$ cat src/rtl/period_meter_pkg.sv
// Shared definitions for period_meter and future sensor front-ends:
// FSM state encoding and the default synchronizer depth.
package period_meter_pkg;

  typedef enum logic {
    STATE_IDLE    = 1'b0,
    STATE_MEASURE = 1'b1
  } state_t;

  localparam int unsigned DEFAULT_SYNC_STAGES = 2;

endpackage

$ cat src/rtl/period_meter_signal_synchronizer.sv
// Multi-flop synchronizer that brings an asynchronous sensor line into the clock domain.
// Every stage clears to 0 on the asynchronous active-low reset.
module signal_synchronizer
  import period_meter_pkg::*;
#(
  parameter int unsigned SYNC_STAGES = DEFAULT_SYNC_STAGES
) (
  input  logic clk_i,
  input  logic rst_ni,
  input  logic async_i,
  output logic sync_o
);

  logic [SYNC_STAGES-1:0] sync_q;

  always_ff @(posedge clk_i or negedge rst_ni) begin
    if (!rst_ni) begin
      sync_q <= '0;
    end else begin
      sync_q <= {sync_q[SYNC_STAGES-2:0], async_i};
    end
  end

  assign sync_o = sync_q[SYNC_STAGES-1];

endmodule

$ cat src/rtl/period_meter.sv
// Measures the rising-to-rising period of a slow asynchronous square wave in system clocks,
// with timeout and measuring flag. Define PERIOD_METER_DUTY_MEASURE_EN to add high_time_out.
module period_meter
  import period_meter_pkg::*;
#(
  parameter int unsigned COUNTER_SIZE = 16,
  parameter int unsigned TIMEOUT_MAX  = 50000,
  parameter int unsigned SYNC_STAGES  = DEFAULT_SYNC_STAGES
) (
  input  logic                    clock,
  input  logic                    reset_n,
  input  logic                    signal_in,
  output logic [COUNTER_SIZE-1:0] period_out,
  output logic                    period_valid,
  output logic                    timeout,
  output logic                    measuring
`ifdef PERIOD_METER_DUTY_MEASURE_EN
  ,
  output logic [COUNTER_SIZE-1:0] high_time_out
`endif
);

  localparam logic [COUNTER_SIZE-1:0] CNT_LAST = COUNTER_SIZE'(TIMEOUT_MAX - 1);

  logic                    sync_out;
  logic                    prev_q;
  logic                    rise;

  state_t                  state_q, state_d;
  logic [COUNTER_SIZE-1:0] counter_q, counter_d;
  logic [COUNTER_SIZE-1:0] counter_inc;
  logic [COUNTER_SIZE-1:0] period_q, period_d;
  logic                    valid_q, valid_d;
  logic                    timeout_q, timeout_d;
  logic                    measuring_q, measuring_d;

  signal_synchronizer #(
    .SYNC_STAGES(SYNC_STAGES)
  ) u_sync (
    .clk_i  (clock),
    .rst_ni (reset_n),
    .async_i(signal_in),
    .sync_o (sync_out)
  );

  assign rise        = sync_out & ~prev_q;
  assign counter_inc = counter_q + COUNTER_SIZE'(1);

  // An edge arriving on the last counted cycle wins over the timeout.
  always_comb begin
    state_d     = state_q;
    counter_d   = counter_q;
    period_d    = period_q;
    valid_d     = 1'b0;
    timeout_d   = 1'b0;
    measuring_d = (state_q == STATE_MEASURE);
    case (state_q)
      STATE_IDLE: begin
        counter_d = '0;
        if (rise) begin
          state_d = STATE_MEASURE;
        end
      end
      STATE_MEASURE: begin
        if (rise) begin
          period_d  = counter_inc;
          valid_d   = 1'b1;
          counter_d = '0;
        end else if (counter_q == CNT_LAST) begin
          timeout_d = 1'b1;
          state_d   = STATE_IDLE;
          counter_d = '0;
        end else begin
          counter_d = counter_inc;
        end
      end
      default: begin
        state_d   = STATE_IDLE;
        counter_d = '0;
      end
    endcase
  end

  always_ff @(posedge clock or negedge reset_n) begin
    if (!reset_n) begin
      prev_q      <= 1'b0;
      state_q     <= STATE_IDLE;
      counter_q   <= '0;
      period_q    <= '0;
      valid_q     <= 1'b0;
      timeout_q   <= 1'b0;
      measuring_q <= 1'b0;
    end else begin
      prev_q      <= sync_out;
      state_q     <= state_d;
      counter_q   <= counter_d;
      period_q    <= period_d;
      valid_q     <= valid_d;
      timeout_q   <= timeout_d;
      measuring_q <= measuring_d;
    end
  end

  assign period_out   = period_q;
  assign period_valid = valid_q;
  assign timeout      = timeout_q;
  assign measuring    = measuring_q;

`ifdef PERIOD_METER_DUTY_MEASURE_EN
  logic                    fall;
  logic [COUNTER_SIZE-1:0] hold_q, hold_d;
  logic                    fall_seen_q, fall_seen_d;
  logic [COUNTER_SIZE-1:0] high_q, high_d;

  assign fall = ~sync_out & prev_q;

  // Without a fall inside the period the line was high throughout: report the full period.
  always_comb begin
    hold_d      = hold_q;
    fall_seen_d = fall_seen_q;
    high_d      = high_q;
    if (state_q == STATE_MEASURE) begin
      if (rise) begin
        high_d      = fall_seen_q ? hold_q : counter_inc;
        fall_seen_d = 1'b0;
      end else if (counter_q == CNT_LAST) begin
        fall_seen_d = 1'b0;
      end else if (fall) begin
        hold_d      = counter_inc;
        fall_seen_d = 1'b1;
      end
    end else begin
      fall_seen_d = 1'b0;
    end
  end

  always_ff @(posedge clock or negedge reset_n) begin
    if (!reset_n) begin
      hold_q      <= '0;
      fall_seen_q <= 1'b0;
      high_q      <= '0;
    end else begin
      hold_q      <= hold_d;
      fall_seen_q <= fall_seen_d;
      high_q      <= high_d;
    end
  end

  assign high_time_out = high_q;
`endif

endmodule

$ cat config.mk
export PLATFORM = sky130hd
export DESIGN_NAME = period_meter
export DESIGN_NICKNAME = d
export VERILOG_FILES = /design/src/rtl/period_meter_pkg.sv /design/src/rtl/period_meter_signal_synchronizer.sv /design/src/rtl/period_meter.sv
export SDC_FILE = /design/constraint.sdc
export NUM_CORES = 1
export LEC_CHECK = 0
export ABC_CLOCK_PERIOD_IN_PS = 2610
export BUFFER_PORTS_ARGS = -buffer_cell sky130_fd_sc_hd__buf_2
export CORE_MARGIN = 4
export CORE_UTILIZATION = 25
export CTS_BUF_LIST = sky130_fd_sc_hd__clkbuf_8
export DETAILED_ROUTE_END_ITERATION = 12
export PLACE_DENSITY = 0.41
export REMOVE_ABC_BUFFERS = 1
export SETUP_SLACK_MARGIN = 0.02
export SLEW_MARGIN = 20
export SYNTH_ARGS = -nofsm -noshare
export SYNTH_HDL_FRONTEND = slang
export SYNTH_HIERARCHICAL = 1
export SYNTH_SLANG_ARGS = --single-unit
$ cat constraint.sdc
create_clock -name clock -period 2.61 [get_ports clock]
set_input_delay 0.522 -clock clock [delete_from_list [all_inputs] [get_ports clock]]
set_output_delay 0.522 -clock clock [all_outputs]
set_load 0.005 [all_outputs]
# --- Word level (Yosys, flattened, before mapping) ---
# Cells that the tools add are included.
totals:
  wordCells: 25
  register_bits: 39
  out_inout_bits: 19
  in_bits: 3
op_classes:
  reduce_logical: 1
  addsub: 1
  bitwise: 3
  eq_ne: 1
  mux: 11
ops:
  columns: ["cell", "count"]
  rows:
  - ["$mux W16", 2]
  - ["$pmux W16 S2", 1]
  - ["$add A16 B1 Y16 const B", 1]
  - ["$eq A16 B16 Y1 const B", 1]
  - ["$mux W1", 7]
  - ["$not A1 Y1", 2]
  - ["$pmux W1 S2", 1]
  - ["$reduce_and A2 Y1", 1]
  - ["$and A1 B1 Y1", 1]

# --- Longest topological paths before layout ---
logic_depth:
  word_depth: 4
  ltp_mapped: 6
  mapped_depth_nobuf: 5

# --- By module ---
# Netlist, hierarchy kept.
by_module_without_submodules:
  columns: ["module", "cells_each", "area_each_um2", "n_inst"]
  rows:
  - ["period_meter", 142, 1592.8, 1]
  - ["signal_synchronizer", 2, 50.0, 1]

# --- Worst setup path after synthesis ---
# No wires, ideal clock.
synth_path:
  path_kind: "flip-flop to flip-flop"
  start: "reg counter_q[0]"
  end: "reg counter_q[10]"
  stages_incl_launch_ff: 7
  setup_time_ps: 122
  path_slack_ps: 1162
  required_ps: 2488
  path_buffers: 1
  arrival_ps: 1326
  cell_sequence: "dfrtp_1 -> ha_1 -> and3_1 -> nand4_1 -> nand2b_2 -> buf_4 -> nor2_1"
synth_via:
  elab_chain_len: 4
  word_cells_on_any_way: 5
  classes_between: "add/sub: 1; eq/ne: 1; mux: 3"
synth_lines:
  columns: ["element", "line_no", "source"]
  rows:
  - ["start: declaration", "period_meter.sv:30", "logic [COUNTER_SIZE-1:0] counter_q, counter_d;"]
  - ["start signal: assignment", "period_meter.sv:96", "counter_q <= counter_d;"]
  - ["$add A16 B1 Y16 or $eq A16 B16 Y1 (tied branches)", "period_meter.sv:47, period_meter.sv:69", null]
  - ["$mux W16 (*)", "period_meter.sv:69", "end else if (counter_q == CNT_LAST) begin"]
  - ["$mux W16 (*)", "period_meter.sv:65", "if (rise) begin"]
  - ["$pmux W16 S2 (*)", "period_meter.sv:57", "case (state_q)"]
  - ["via counter_d[10]", "period_meter.sv:30", null]
# Mark *: on every way through the listed nets, which the timed path passes. The rest lies on a longest branch.
# A chain may end at the register's enable or synchronous reset.

# --- Final worst setup path ---
# Same ends and word-level chain as after synthesis.

==> impl_metrics.py <==
metrics = {
    "run_status": {
        "status": "finished, final reports clean",
    },
    "timing": {
        "slew_headroom_pct": 41.0,
        "fmax_mhz": 613,
        "period_share_pct": 62.5,
        "skew_ns": 0.00473,
        "hold_violations": 0,
        "period_needed_ns": 1.63,
        "tightest_slew_ns": 0.885,
        "grt_setup_unrepaired": "no",
        "finalSetupViolations": 0,
        "slew_violations": 0,
        "fin_tns_setup_ns": 0,
    },
    "layout": {
        "syn2layout_area_growth_pct": 16.4,
        "fin_cells": 245,
        "num_antenna_cells": 0,
        "nets": 171,
        "drive_gt1_share_pct": 24.4,
    },
    "global_route": {
        "grt_max_degree": 40,
        "antenna_found_initial": 0,
        "overflow": 0,
        "grt_pass1_wl_um": 5350,
        "grt_pass1_vias": 1115,
        "grt_use_total_pct": 9.06,
    },
    "clocking": {
        "cts_buffer_depth": 2,
        "cts_setup_buffers": 0,
        "cts_resized": 0,
        "hold_buffers": 0,
        "clkLatencyLatePin_ns": 0.29,
        "cts_buffers": 5,
        "path_clk_slew_ns": 0.07,
        "cts_tree": "built",
        "cts.sinks": 39,
        "clockRootBuffer": "clkbuf_8",
        "cts_max_level": 2,
    },
    "worst_setup_path": {
        "start_kind": "register",
        "end_kind": "register",
        "worstReg2RegStart": "counter_q[0]",
        "crit_buf_inv": 0,
        "arrival_ns": 1.79,
        "cp_slowest_cell": "dfrtp_1",
        "slowest_delay_ns": 0.43,
        "reg2reg_depth": 5,
        "crit_family": "simple AND/OR/NAND/NOR gates",
        "crit_type": "reg -> reg",
        "path_cells": "ha_1, and3_1, nand4_1, nand2b_2, nor2_1",
        "rrSetupSlack_ns": 0.98,
        "worstPathMaxFanout": 15,
        "crit_required_ns": 2.77,
        "r2r_end": "counter_q[10]",
    },
    "synth": {
        "synth_area_um2": 1640,
        "syn_avg_cell_area_um2": 11.4,
        "ys_warn_count": 6,
        "ys_ff_latch": 39,
        "syn_inst": 144,
        "synthDistinctLibCells": 31,
        "ys_seq_area_share_pct": 59.4,
    },
    "route": {
        "vias_per_cell": 4.34,
        "drc": 0,
        "routed_wl_um": 3070,
        "postRouteAntennaNets": 0,
        "drt_pass1_iterations": 4,
        "wl_per_cell_um": 12.5,
        "drtIter0Drc": 68,
        "via_count": 1064,
    },
    "pwr": {
        "powerDensity_nw_per_um2": 673,
        "ir_drop_mv": 0.177,
        "power_leakage_nw": 0.900,
        "p_total_mw": 1.29,
    },
    "hold_path": {
        "hold_depth": 1,
        "holdPathEnd": "u_sync/sync_q[0]",
        "hold_start": "signal_in",
        "hold_path_class": "in -> reg",
    },
    "die": {
        "coreArea_um2": 6350,
        "start_util_pct": 25.9,
        "core.rowCount": 29,
        "die_h_um": 89.1,
        "chipWidth_um": 89.1,
        "io_pins": 22,
        "dieArea_um2": 7930,
    },
    "place": {
        "hpwlAfterDp_um": 2110,
        "io_buffers": 21,
        "dp.cells": 237,
        "gp_congestion": 0.763,
    },
    "job": {
        "maxCapViolations": 0,
    },
}
-- state kept, by name (all words and copies together) (netlist names) --
register / flops
u_sync/sync_q: 2
period_out: 16
counter_q: 16
measuring_d: 1
timeout: 1
period_valid: 1
prev_q: 1
measuring: 1
-- power breakdown --
group | leakage (nW) | internal (mW) | switching [mW]
Sequential | 0.517 | 0.657 | 0.0595
Combinational | 0.327 | 0.0543 | 0.0802
Clock | 0.0557 | 0.237 | 0.199
-- synthesized netlist by cell type, drive strengths merged --
master	count	area share [%]
nand4	6	4.5
nor2b	1	0.38
clkbuf	1	0.23
nor3	3	1.5
xor2	1	0.53
dfrtp	39	59
nand2	21	4.8
nand2b	2	0.91
buf	4	1.9
and4bb	1	0.76
nor2	20	4.6
o21ai	16	5.1
a21o	1	0.46
inv	3	0.69
ha	1	0.76
and4b	1	0.61
nand3	3	1.2
and3	2	0.76
nor4	5	4.0
xnor2	13	6.9
-- stage by stage --
step	area (um^2)	util, %	hold slack, ns	worst slack (ns)
global placement	1810	28.5	0.335	0.889
detailed placement	1810	28.5	0.339	0.886
global route	1910	30.1	0.328	0.823
finish	1910	30.1	0.344	0.979
CTS	1910	30.1	0.333	0.875
floorplan	1610	-	0.226	1.15
-- cell families after synthesis --
kind of cell	count (synthesis)	synth area share, %
DFF	39	59.4
buffers and inverters	8	2.82
xor gates and xnor gates	14	7.46
AOI/OAI and AO/OA	17	5.56
adders and majority gates	1	0.761
and+or+nand+nor	65	24.0
-- cell type report --
class,instances,area [um^2]
well taps,77,96.3
multi-input cells,97,623
inverters,3,11.3
clock buffers,7,96.3
fillers,658,4440
clock inverters,1,3.75
repair buffers,21,105
flip-flops and latches,39,976
-- cells in the final DEF (no fill, tap or decap), drive strengths merged, types with 2 or more instances in the layout --
master,instances
dfrtp,39
buf,21
nand2,21
nor2,20
o21ai,16
xnor2,13
clkbuf,7
nand4,6
nor4,5
inv,4
nand3,3
nor3,3
and3,2
nand2b,2
-- per-layer routing --
metal  vias up  GRT usage, %  routed length [um]
li1        530             -                   -
met1       510          11.3                1450
met2        18          14.2                1410
met3         6          2.86                 133
met4         0          4.47                  82
met5         -             0                   0
-- worst reg2reg max path: cells and delay by family, from the launching register on --
kind	cells	cell delay (ns)
adder cells (fa/ha/maj)	1	0.29
AND/OR/NAND/NOR	4	0.79
flip-flops	1	0.43
-- how the worst max path moves through the flow --
| stage | startpoint | to | depth (start not counted) |
|---|---|---|---|
| 2_1_floorplan | counter_q[0] | period_out[6] | 5 |
| 5_1_grt | counter_q[0] | counter_q[10] | 5 |
| 6_report | counter_q[0] | counter_q[10] | 5 |
| 4_1_cts | prev_q | period_out[0] | 3 |
| 3_5_place_dp | prev_q | period_out[1] | 3 |
| 3_3_place_gp | prev_q | period_out[0] | 3 |
(Power assumes the default switching activity.)
